## config.mk

```make
export PLATFORM = sky130hd
export DESIGN_NAME = div_seq
export DESIGN_NICKNAME = d
export VERILOG_FILES = /design/src/rtl/div_seq.sv
export SDC_FILE = /design/constraint.sdc
export NUM_CORES = 1
export LEC_CHECK = 0
export ABC_AREA = 1
export CORE_UTILIZATION = 55
export CTS_BUF_LIST = sky130_fd_sc_hd__clkbuf_2 sky130_fd_sc_hd__clkbuf_4 sky130_fd_sc_hd__clkbuf_8
export DETAILED_ROUTE_END_ITERATION = 8
export HOLD_SLACK_MARGIN = 0.03
export PLACE_DENSITY = 0.89
export SLEW_MARGIN = 20
export SYNTH_ARGS = -nofsm -noshare
export SYNTH_HDL_FRONTEND = slang
export SYNTH_SLANG_ARGS = --single-unit
```

## constraint.sdc

```tcl
create_clock -name clk -period 5.1 [get_ports clk]
set_clock_uncertainty 0.05 [all_clocks]
set_input_delay 0.51 -clock clk [delete_from_list [all_inputs] [get_ports clk]]
set_output_delay 0.51 -clock clk [all_outputs]
set_load 0.02 [all_outputs]
```

## src/rtl/div_seq.sv

```systemverilog
// div_seq -- sequential signed divider for the multicycle CPU datapath.
//
// Restoring shift-subtract on operand magnitudes, one quotient bit per clock,
// followed by a single sign-correction cycle. Quotient truncates toward zero
// and the remainder takes the sign of the dividend (MIPS DIV semantics).
//
// Ports:
//   clk       clock, all state changes on the rising edge
//   reset     asynchronous, active-low; clears all state immediately
//   start     request, sampled only in IDLE
//   a_in      dividend (signed), captured on the start edge
//   b_in      divisor (signed), captured on the start edge
//   hi        remainder of the last completed division (Hi register path)
//   lo        quotient of the last completed division (Lo register path)
//   busy      high from the start edge until the done edge
//   done      one-cycle pulse when a result or div_zero is valid
//   div_zero  one-cycle pulse coincident with done when the divisor was 0
//
// state | meaning
// ------+-------------------------------------------------------------
// IDLE  | waiting for start; hi/lo hold the last result
// CALC  | one restoring shift-subtract iteration per cycle (WIDTH total)
// FIX   | sign-correct quotient/remainder and write hi/lo
// DONE  | done (and div_zero if flagged) asserted for one cycle

module div_seq #(
    parameter int WIDTH = 32
) (
    input  logic             clk,
    input  logic             reset,
    input  logic             start,
    input  logic [WIDTH-1:0] a_in,
    input  logic [WIDTH-1:0] b_in,
    output logic [WIDTH-1:0] hi,
    output logic [WIDTH-1:0] lo,
    output logic             busy,
    output logic             done,
    output logic             div_zero
);

    localparam int CW = $clog2(WIDTH + 1);

    typedef enum logic [1:0] {
        IDLE = 2'd0,
        CALC = 2'd1,
        FIX  = 2'd2,
        DONE = 2'd3
    } state_t;

    state_t state, state_next;

    logic [CW-1:0]    cnt;
    logic             sign_a;
    logic             sign_b;
    logic [WIDTH-1:0] quo;
    logic [WIDTH-1:0] rem;
    logic [WIDTH-1:0] b_mag;

    logic [WIDTH:0]   rem_shift;
    logic [WIDTH:0]   rem_sub;
    logic [WIDTH-1:0] rem_next;
    logic             rem_ge;
    logic             last_iter;
    logic             b_is_zero;
    logic             launch;

    // The shifted remainder can reach 2*|b|-1, so it needs WIDTH+1 bits.
    // The borrow out of the trial subtraction doubles as the compare:
    // a non-negative difference is always below 2^WIDTH, a negative one
    // always wraps to at least 2^WIDTH.
    always_comb begin
        rem_shift = {rem, quo[WIDTH-1]};
        rem_sub   = rem_shift - {1'b0, b_mag};
        rem_ge    = ~rem_sub[WIDTH];
        rem_next  = rem_ge ? rem_sub[WIDTH-1:0] : rem_shift[WIDTH-1:0];
        last_iter = (cnt == CW'(WIDTH - 1));
        b_is_zero = (b_in == '0);
        launch    = (state == IDLE) && start;
    end

    always_comb begin
        state_next = state;
        case (state)
            IDLE: begin
                if (start) begin
                    state_next = b_is_zero ? DONE : CALC;
                end
            end
            CALC: begin
                if (last_iter) begin
                    state_next = FIX;
                end
            end
            FIX:     state_next = DONE;
            DONE:    state_next = IDLE;
            default: state_next = IDLE;
        endcase
    end

    always_ff @(posedge clk or negedge reset) begin
        if (!reset) begin
            state <= IDLE;
        end else begin
            state <= state_next;
        end
    end

    // Status outputs are registered from the next state so they line up
    // with the state they describe, with no input-to-output path.
    always_ff @(posedge clk or negedge reset) begin
        if (!reset) begin
            busy     <= 1'b0;
            done     <= 1'b0;
            div_zero <= 1'b0;
        end else begin
            busy     <= (state_next != IDLE);
            done     <= (state_next == DONE);
            div_zero <= launch && b_is_zero;
        end
    end

    always_ff @(posedge clk or negedge reset) begin
        if (!reset) begin
            cnt    <= '0;
            sign_a <= 1'b0;
            sign_b <= 1'b0;
            quo    <= '0;
            rem    <= '0;
            b_mag  <= '0;
            hi     <= '0;
            lo     <= '0;
        end else begin
            case (state)
                IDLE: begin
                    if (start) begin
                        sign_a <= a_in[WIDTH-1];
                        sign_b <= b_in[WIDTH-1];
                        // Magnitude of the most negative value wraps to
                        // itself, which is the correct unsigned magnitude.
                        quo    <= a_in[WIDTH-1] ? -a_in : a_in;
                        b_mag  <= b_in[WIDTH-1] ? -b_in : b_in;
                        rem    <= '0;
                        cnt    <= '0;
                    end
                end
                CALC: begin
                    rem <= rem_next;
                    quo <= {quo[WIDTH-2:0], rem_ge};
                    cnt <= cnt + CW'(1);
                end
                FIX: begin
                    lo <= (sign_a ^ sign_b) ? -quo : quo;
                    hi <= sign_a ? -rem : rem;
                end
                default: ;
            endcase
        end
    end

endmodule

```

==> results.sh, run 1 <==
export IMPL_outcome="finished, final reports clean"
export IMPL_grt_setup_unrepaired="false"
export IMPL_path_common_cell="nand2_1"
export IMPL_power_density_nw_per_um2=716
export IMPL_synth_area_um2=13200
export IMPL_dr_pass1_iters=9
export IMPL_cts_repair_resized=0
export IMPL_ff_latch_area_um2=4330
export IMPL_ant_nets=0
export IMPL_timing_critical_path_from="sign_a"
export IMPL_syn_instance_count=2033
export IMPL_grt_start_max_net_pins=94
export IMPL_grt_pass1_wl_um=63900
export IMPL_maxSlewViolCount=0
export IMPL_start_kind="register"
export IMPL_place_inst=2435
export IMPL_finalCritPeriodShare_pct=62.0
export IMPL_io_buffers=133
export IMPL_start_util_pct=56.0
export IMPL_gp_congestion=1.00
export IMPL_drive_above_1_share_pct=4.56
export IMPL_core_area_um2=23500
export IMPL_cap_violations=0
export IMPL_timing_rr_end="lo[30]"
export IMPL_max_slew_worst_pin_slew_ns=0.892
export IMPL_crit_type="reg -> reg"
export IMPL_dieArea_um2=24500
export IMPL_r2r_start="sign_a"
export IMPL_design_area_um2=15100
export IMPL_drt_initial_drc_count=1452
export IMPL_reg2reg_depth=9
export IMPL_setup_viol=0
export IMPL_async_flop_share_pct=100
export IMPL_rrSetupSlack_ns=1.94
export IMPL_antenna_cells=0
export IMPL_die_x_um=157
export IMPL_synth_distinct_cells=48
export IMPL_htreeDepth=4
export IMPL_antenna_found_initial=0
export IMPL_crit_fanout=26
export IMPL_post_cts_buffers=0
export IMPL_drcViolationCount=0
export IMPL_hold_viol_final=0
export IMPL_fin_crit_ns=3.16
export IMPL_drt_wl_total_um=40200
export IMPL_clock_latency_ns=0.49
export IMPL_slew_headroom_pct=40.6
export IMPL_final_setup_tns_ns=0
export IMPL_synth_flop_cell="dfrtp_1"
export IMPL_tritoncts="yes"
export IMPL_fmax_mhz=316
export IMPL_dr_total_vias=13851
export IMPL_hp_class="in -> async"
export IMPL_ys_warn_count=0
export IMPL_synthToLayoutAreaGrowth_pct=15.0
export IMPL_required_ns=5.44
export IMPL_core_rowCount=56
export IMPL_peakVddDrop_v=0.000321
export IMPL_clkTransAtPathRegs_ns=0.11
export IMPL_hold_buffers=0
export IMPL_cp_arrival_ns=3.50
export IMPL_critical_path_endpoint="lo[30]"
export IMPL_synth_nets=2138
export IMPL_multi_input_area_um2=7530
export IMPL_cp_cell_sequence="inv_2, nand2_1, nand2_1, inv_2, nand2_1, nand3_1, o21ai_0, nand3_1, nand2_1"
export IMPL_fin_cells=2467
export IMPL_cts_made_buffers=17
export IMPL_dpl_hpwl_um=31300
export IMPL_die_h_um=157
export IMPL_endpoint_kind="register"
export IMPL_synth_edf_count=0
export IMPL_grt_total_usage_pct=33.5
export IMPL_crit_path_top_delay_cell="dfrtp_1"
export IMPL_fin_nets=2240
export IMPL_synth_seq_cells=173
export IMPL_grt_pass1_vias=12566
export IMPL_cts_sinks=173
export IMPL_slowest_delay_ns=0.94
export IMPL_avgSynthCellArea_um2=6.47
export IMPL_yosysSeqAreaShare_pct=32.9
export IMPL_post_drt_wl_per_cell_um=16.3
export IMPL_avgViaCountPerCell=5.61
export IMPL_grt_overflow=0
export IMPL_clock_path_buffers=2
export IMPL_p_leak_nw=7.62
export IMPL_fillCellCount=2128
export IMPL_placed_area_um2=14700
export IMPL_root_buffer="clkbuf_8"
export IMPL_io_pins=134
synthesized netlist by cell type, types with 8 or more instances:
master,count,area share (%)
a31oi_1,15,0.71
o21ai_0,127,4.8
nand4_1,31,1.5
a21oi_1,32,1.2
nor2_1,217,6.2
or2_2,8,0.38
dfrtp_1,173,33
nand2_2,16,0.76
clkbuf_1,38,1.1
inv_2,10,0.29
ha_1,37,3.5
nor3_1,18,0.69
inv_1,273,7.8
nand2_1,632,18
a22oi_1,26,1.5
buf_2,8,0.30
nand3b_1,14,0.80
xor2_1,68,4.5
nand3_1,201,7.6
xnor2_1,17,1.1
power by group:
group	internal [mW]	switching, mW	leakage (nW)
Sequential	1.99	0.767	2.20
Combinational	2.47	4.59	5.22
Clock	0.427	0.585	0.204
metrics by stage:
stage	hold WS, ns	power, mW	setup WS, ns	util, %
after floorplan	0.164	7.57	2.85	-
after global placement	0.414	9.44	1.82	62.7
after detailed placement	0.423	9.64	1.75	62.7
after CTS	0.0775	10.7	2.10	64.4
after global routing	0.115	11.8	1.74	64.4
final	0.0394	10.8	1.94	64.4
metal layers:
layer | wire length, µm | part of all wire (%) | GRT usage [%] | vias to the layer above
li1 | - | - | - | 6697
met1 | 17400 | 43 | 46.4 | 6400
met3 | 3410 | 8.5 | 5.18 | 90
met4 | 1270 | 3.2 | 12.3 | 0
met2 | 18100 | 45 | 52.9 | 664
met5 | 0 | 0 | 0 | -
state kept, by name, summed over array words and instances (netlist names):
signal / count
b_mag: 32
busy: 1
cnt: 6
div_zero: 1
done: 1
hi: 32
lo: 32
quo: 32
rem: 32
sign_a: 1
sign_b: 1
state: 2
cell usage in the layout (no fill, tap or decap), drive strengths merged:
cell / instances
a21o: 1
a21oi: 34
a22o: 1
a22oi: 26
a31oi: 15
and2: 2
and3: 1
buf: 9
bufinv: 1
clkbuf: 18
clkdlybuf4s50: 132
clkinv: 3
clkinvlp: 2
dfrtp: 173
fa: 1
ha: 37
inv: 292
nand2: 652
nand3: 203
nand3b: 14
nand4: 31
nor2: 223
nor3: 21
nor3b: 1
nor4: 7
o211ai: 4
o21ai: 132
o21bai: 5
o221ai: 3
o22ai: 5
o31ai: 3
o41ai: 1
or2: 10
xnor2: 17
xor2: 68
final cells by class:
cell class,count,area share [%]
Tap cell,319,2.64
Clock inverter,14,1.10
Clock buffer,18,1.64
Timing Repair Buffer,141,9.21
Sequential cell,173,28.6
Inverter,284,7.05
Multi-Input combinational cell,1518,49.8
critical path: cells and delay by family (launching register included):
family	cells	cell delay (ns)
compound gates	1	0.12
buf+inv	2	0.81
flops	1	0.94
simple gates	6	1.14
worst min path at each step:
| stage | endpoint | slack (ns) |
|---|---|---|
| after global placement | hi[14] | 0.41 |
| after global routing | hi[14] | 0.11 |
| after detailed placement | hi[31] | 0.42 |
| after CTS | hi[14] | 0.08 |
| after floorplan | b_mag[0] | 0.16 |
| final | hi[14] | 0.04 |
logic make-up after synthesis:
logic type               count (synthesis)  share of synthesized area, %
buffers and inverters                  342                          10.1
AND/OR/NAND/NOR                       1165                          37.7
AO/OA/AOI/OAI                          230                          9.97
XOR/XNOR                                85                          5.66
flip-flops                             173                          32.9
adder cells (fa/ha/maj)                 38                          3.67
(Power assumes the default switching activity.)
==> run 2, diff against run 1 <==
Settings changed: CORE_UTILIZATION 55 to 54, PLACE_DENSITY 0.89 to 0.9.
Clock period 5.1 ns to 2.6 ns, I/O delays scaled along.
==> run 2 against run 1 <==
Compared with the run above: die area is 1.8% higher; final area is 2.7% higher; first-iteration DRC count is 4.3% lower; critical endpoint is now rem[1]; via count is 3.1% higher; total power is 110% higher; largest power group unchanged.
==> results.sh, run 2 (synthesized netlist as in run 1, its figures left out) <==
export IMPL_path_common_cell="nand2_1"
export IMPL_place_inst=2469
export IMPL_ant_nets=0
export IMPL_clkTransAtPathRegs_ns=0.12
export IMPL_post_drt_wl_per_cell_um=17.3
export IMPL_die_h_um=158
export IMPL_grt_pass1_vias=13205
export IMPL_start_kind="register"
export IMPL_power_density_nw_per_um2=1430
export IMPL_io_pins=134
export IMPL_antenna_cells=0
export IMPL_totalPowerFinal_mw=22.2
export IMPL_pwr_share_clk_pct=9.3
export IMPL_drive_above_1_share_pct=6.36
export IMPL_slowest_delay_ns=0.49
export IMPL_peakVddDrop_v=0.000682
export IMPL_final_cell_mix="nand2_1 (631), inv_1 (273), nor2_1 (213)"
export IMPL_endpoint_kind="register"
export IMPL_max_slew_worst_pin_slew_ns=0.680
export IMPL_cap_violations=0
export IMPL_final_setup_tns_ns=0
export IMPL_required_ns=2.93
export IMPL_htreeDepth=4
export IMPL_finish_utilization_pct=65.6
export IMPL_sw_frac_of_total_pct=55.4
export IMPL_p_switching_mw=12.3
export IMPL_holdWs_ns=0.277
export IMPL_hp_class="in -> async"
export IMPL_drt_wl_total_um=43400
export IMPL_fin_crit_ns=2.51
export IMPL_setup_viol=0
export IMPL_setup_ws_ns=0.0873
export IMPL_cts_made_buffers=17
export IMPL_cp_cell_sequence="ha_1, a21oi_1, nand2_1, nand2_1, nand2_1, a21oi_4, nand3_4, nand2_8, nand2_1, nand3_1, nand2_1"
export IMPL_synthToLayoutAreaGrowth_pct=18.1
export IMPL_cp_arrival_ns=2.85
export IMPL_dpl_hpwl_um=34000
export IMPL_maxSlewViolCount=0
export IMPL_tritoncts="yes"
export IMPL_fillCellCount=2138
export IMPL_finalCritPeriodShare_pct=96.6
export IMPL_cp_num_buf_inv=0
export IMPL_hold_viol_final=0
export IMPL_dr_pass1_iters=6
export IMPL_grt_pass1_wl_um=68700
export IMPL_clock_path_buffers=2
export IMPL_p_comb_share_pct=67.2
export IMPL_placed_area_um2=15000
export IMPL_core_rowCount=56
export IMPL_design_area_um2=15500
export IMPL_gp_congestion=1.05
export IMPL_avgViaCountPerCell=5.70
export IMPL_layout_commonest_cell="nand2_1"
export IMPL_crit_fanout=20
export IMPL_slew_headroom_pct=54.6
export IMPL_grt_total_usage_pct=35.5
export IMPL_fmax_mhz=398
export IMPL_io_buffers=133
export IMPL_fin_nets=2277
export IMPL_core_area_um2=23700
export IMPL_clock_latency_ns=0.48
export IMPL_start_util_pct=55.5
export IMPL_p_int_mw=9.90
export IMPL_p_leak_nw=7.83
export IMPL_dr_total_vias=14279
export IMPL_antenna_found_initial=1
export IMPL_crit_type="reg -> reg"
export IMPL_die_x_um=158
export IMPL_p_seq_share_pct=23.5
export IMPL_root_buffer="clkbuf_8"
export IMPL_critical_path_top_delay_family="simple AND/OR/NAND/NOR gates"
export IMPL_place_ws_ns=0.103
export IMPL_grt_overflow=0
export IMPL_cts_sinks=173
export IMPL_dieArea_um2=25000
export IMPL_drcViolationCount=0
export IMPL_drt_initial_drc_count=1389
export IMPL_outcome="finished, final reports clean"
export IMPL_grt_start_max_net_pins=59
export IMPL_fin_cells=2504
export IMPL_crit_path_top_delay_cell="dfrtp_1"
-- run 2: layout make-up --
type	instances	area [µm²]	area share [%]
Timing Repair Buffer	177	1710	11.0
Multi-Input combinational cell	1519	7580	48.8
Inverter	284	1070	6.86
Clock inverter	15	213	1.37
Sequential cell	173	4330	27.9
Tap cell	319	399	2.57
Clock buffer	17	234	1.51
-- run 2: layer usage --
layer | GRT usage [%] | share of wire, % | up-vias
met3 | 4.87 | 8.4 | 136
met5 | 0 | 0 | -
li1 | - | - | 6774
met2 | 55.4 | 44 | 732
met1 | 48.4 | 43 | 6637
met4 | 17.0 | 4.7 | 0
-- run 2: path summary, 6_finish.rpt --
kind | startpoint | end | slack, ns | cells after the start
min reg2reg | lo[27] | lo[27] | 0.44 | 2
max | rem[26] | rem[1] | 0.09 | 11
min | reset | rem[8] | 0.28 | 2
min in group clk | start | state[1] | 0.39 | 3
max reg2reg | rem[26] | rem[1] | 0.09 | 11
max in group asynchronous | reset | b_mag[19] | 1.37 | 3
-- run 2: power by group through the flow --
stage | clock network, mW | logic, mW | registers [mW]
floorplan | 0 | 9.70 | 5.16
global placement | 0 | 13.9 | 5.12
detailed placement | 0 | 14.3 | 5.18
CTS | 2.07 | 14.4 | 5.13
global route | 2.17 | 16.5 | 5.29
finish | 2.07 | 14.9 | 5.21
-- run 2: timing repair --
| action | CTS | global route |
|---|---|---|
| hold endpoints to repair | 53 | 0 |
| setup buffers | 0 | 1 |
| endpoints found under the setup margin | 0 | 33 |
| resized for setup | 0 | 14 |
| hold buffers | 1 | 0 |
==> run 3, diff against run 2 <==
Settings changed: CORE_MARGIN set to 2, SETUP_SLACK_MARGIN set to 0.02.
==> run 3 against run 2 <==
Compared with the run above: total power decreased by 1.6%; cell count is essentially flat; sequential share of layout area is 0.058 points higher; combinational power barely moved; largest power group unchanged; critical endpoint is now rem[23].
==> results.sh, run 3 (synthesized netlist as in run 1, its figures left out) <==
export IMPL_die_h_um=160
export IMPL_crit_fanout=6
export IMPL_antenna_cells=0
export IMPL_highest_signal_layer="met4"
export IMPL_grt_pass1_wl_um=67600
export IMPL_wl_met3_um=3480
export IMPL_cap_violations=0
export IMPL_clock_latency_ns=0.48
export IMPL_dpl_hpwl_um=33900
export IMPL_fin_nets=2273
export IMPL_post_drt_wl_per_cell_um=16.8
export IMPL_place_inst=2471
export IMPL_p_leak_nw=7.81
export IMPL_wl_met2_um=19100
export IMPL_clock_path_buffers=2
export IMPL_design_area_um2=15500
export IMPL_wirelength_met1_um=18100
export IMPL_dr_pass1_iters=6
export IMPL_htreeDepth=4
export IMPL_start_util_pct=54.6
export IMPL_peakVddDrop_v=0.000624
export IMPL_setup_viol=0
export IMPL_drive_above_1_share_pct=6.28
export IMPL_io_buffers=133
export IMPL_finalCritPeriodShare_pct=92.9
export IMPL_fmax_mhz=414
export IMPL_cts_sinks=173
export IMPL_maxSlewViolCount=0
export IMPL_cp_cell_sequence="ha_1, nand2_1, nor2_1, nand2_1, nor2_1, nand2_1, nand3_1, nand2_1, nand2_1, nand2_2, nand3_1, nand2_1"
export IMPL_grt_pass1_vias=13021
export IMPL_path_common_cell="nand2_1"
export IMPL_gp_congestion=0.995
export IMPL_tritoncts="yes"
export IMPL_antenna_found_initial=0
export IMPL_endpoint_kind="register"
export IMPL_critical_path_top_delay_family="simple AND/OR/NAND/NOR gates"
export IMPL_grt_start_max_net_pins=85
export IMPL_finish_utilization_pct=64.3
export IMPL_crit_path_top_delay_cell="dfrtp_1"
export IMPL_dieArea_um2=25600
export IMPL_final_cell_mix="nand2_1 (631), inv_1 (273), nor2_1 (214)"
export IMPL_fillCellCount=2230
export IMPL_io_pins=134
export IMPL_start_kind="register"
export IMPL_max_slew_worst_pin_slew_ns=0.625
export IMPL_slowest_delay_ns=0.53
export IMPL_ant_nets=0
export IMPL_cts_made_buffers=17
export IMPL_layout_commonest_cell="nand2_1"
export IMPL_crit_type="reg -> reg"
export IMPL_core_area_um2=24100
export IMPL_core_rowCount=57
export IMPL_cp_arrival_ns=2.73
export IMPL_grt_total_usage_pct=32.9
export IMPL_outcome="finished, final reports clean"
export IMPL_slew_headroom_pct=58.3
export IMPL_required_ns=2.92
export IMPL_grt_setup_unrepaired="false"
export IMPL_root_buffer="clkbuf_8"
export IMPL_die_x_um=160
export IMPL_holdWs_ns=0.261
export IMPL_clkTransAtPathRegs_ns=0.12
export IMPL_synthToLayoutAreaGrowth_pct=17.8
export IMPL_cp_num_buf_inv=0
export IMPL_hp_class="in -> async"
export IMPL_placed_area_um2=15000
export IMPL_power_density_nw_per_um2=1410
export IMPL_hold_viol_final=0
export IMPL_drcViolationCount=0
export IMPL_drt_wl_total_um=42100
export IMPL_fin_crit_ns=2.42
export IMPL_grt_overflow=0
export IMPL_drt_initial_drc_count=1291
export IMPL_final_setup_tns_ns=0
export IMPL_dr_total_vias=13995
export IMPL_fin_cells=2505
export IMPL_avgViaCountPerCell=5.59
[run 3: changes by cell type in the layout (fill, tap and decap cells not counted), sizes merged]
cell | before | now
nand2 | 653 | 652
buf | 44 | 41
[run 3: path summary, 6_finish.rpt]
check,cells after the start,to,from,slack [ns]
max,12,rem[23],rem[15],0.18
min,2,hi[24],reset,0.26
max reg2reg,12,rem[23],rem[15],0.18
min reg2reg,2,hi[20],hi[20],0.44
max in group asynchronous,3,b_mag[19],reset,1.37
min in group clk,3,b_mag[0],b_in[0],0.38
[run 3: final cells by class]
| class | instances | area, µm² | area share (%) |
|---|---|---|---|
| clock buffers | 17 | 234 | 1.51 |
| repair buffers | 174 | 1700 | 10.9 |
| flip-flops and latches | 173 | 4330 | 27.9 |
| multi-input cells | 1518 | 7560 | 48.8 |
| inverters | 284 | 1070 | 6.88 |
| well taps | 324 | 405 | 2.62 |
| clock inverters | 15 | 208 | 1.34 |
[run 3: timing repair]
action,4_1_cts,5_1_grt
hold buffers,1,0
buffers inserted,0,1
setup endpoints to repair,0,33
endpoints found under the hold margin,59,0
gates resized for setup,0,13
[run 3: power breakdown]
| group | internal [mW] | total (mW) | switching (mW) | leakage [nW] |
|---|---|---|---|---|
| clock | 0.760 | 2.02 | 1.26 | 0.211 |
| sequential | 3.90 | 5.20 | 1.30 | 2.20 |
| combinational | 5.18 | 14.6 | 9.44 | 5.40 |
[run 3: stage by stage]
stage | power [mW] | worst slack, ns
6_report | 21.8 | 0.185
3_3_place_gp | 19.0 | 0.187
5_1_grt | 23.7 | 0.00949
4_1_cts | 21.4 | 0.0594
3_5_place_dp | 19.4 | 0.0779
2_1_floorplan | 14.9 | 0.351
[run 3: layer usage]
layer  GRT usage, %  up-vias
li1               -     6761
met1           45.4     6425
met2           53.3      709
met3           4.94      100
met4           11.3        0
met5              0        -
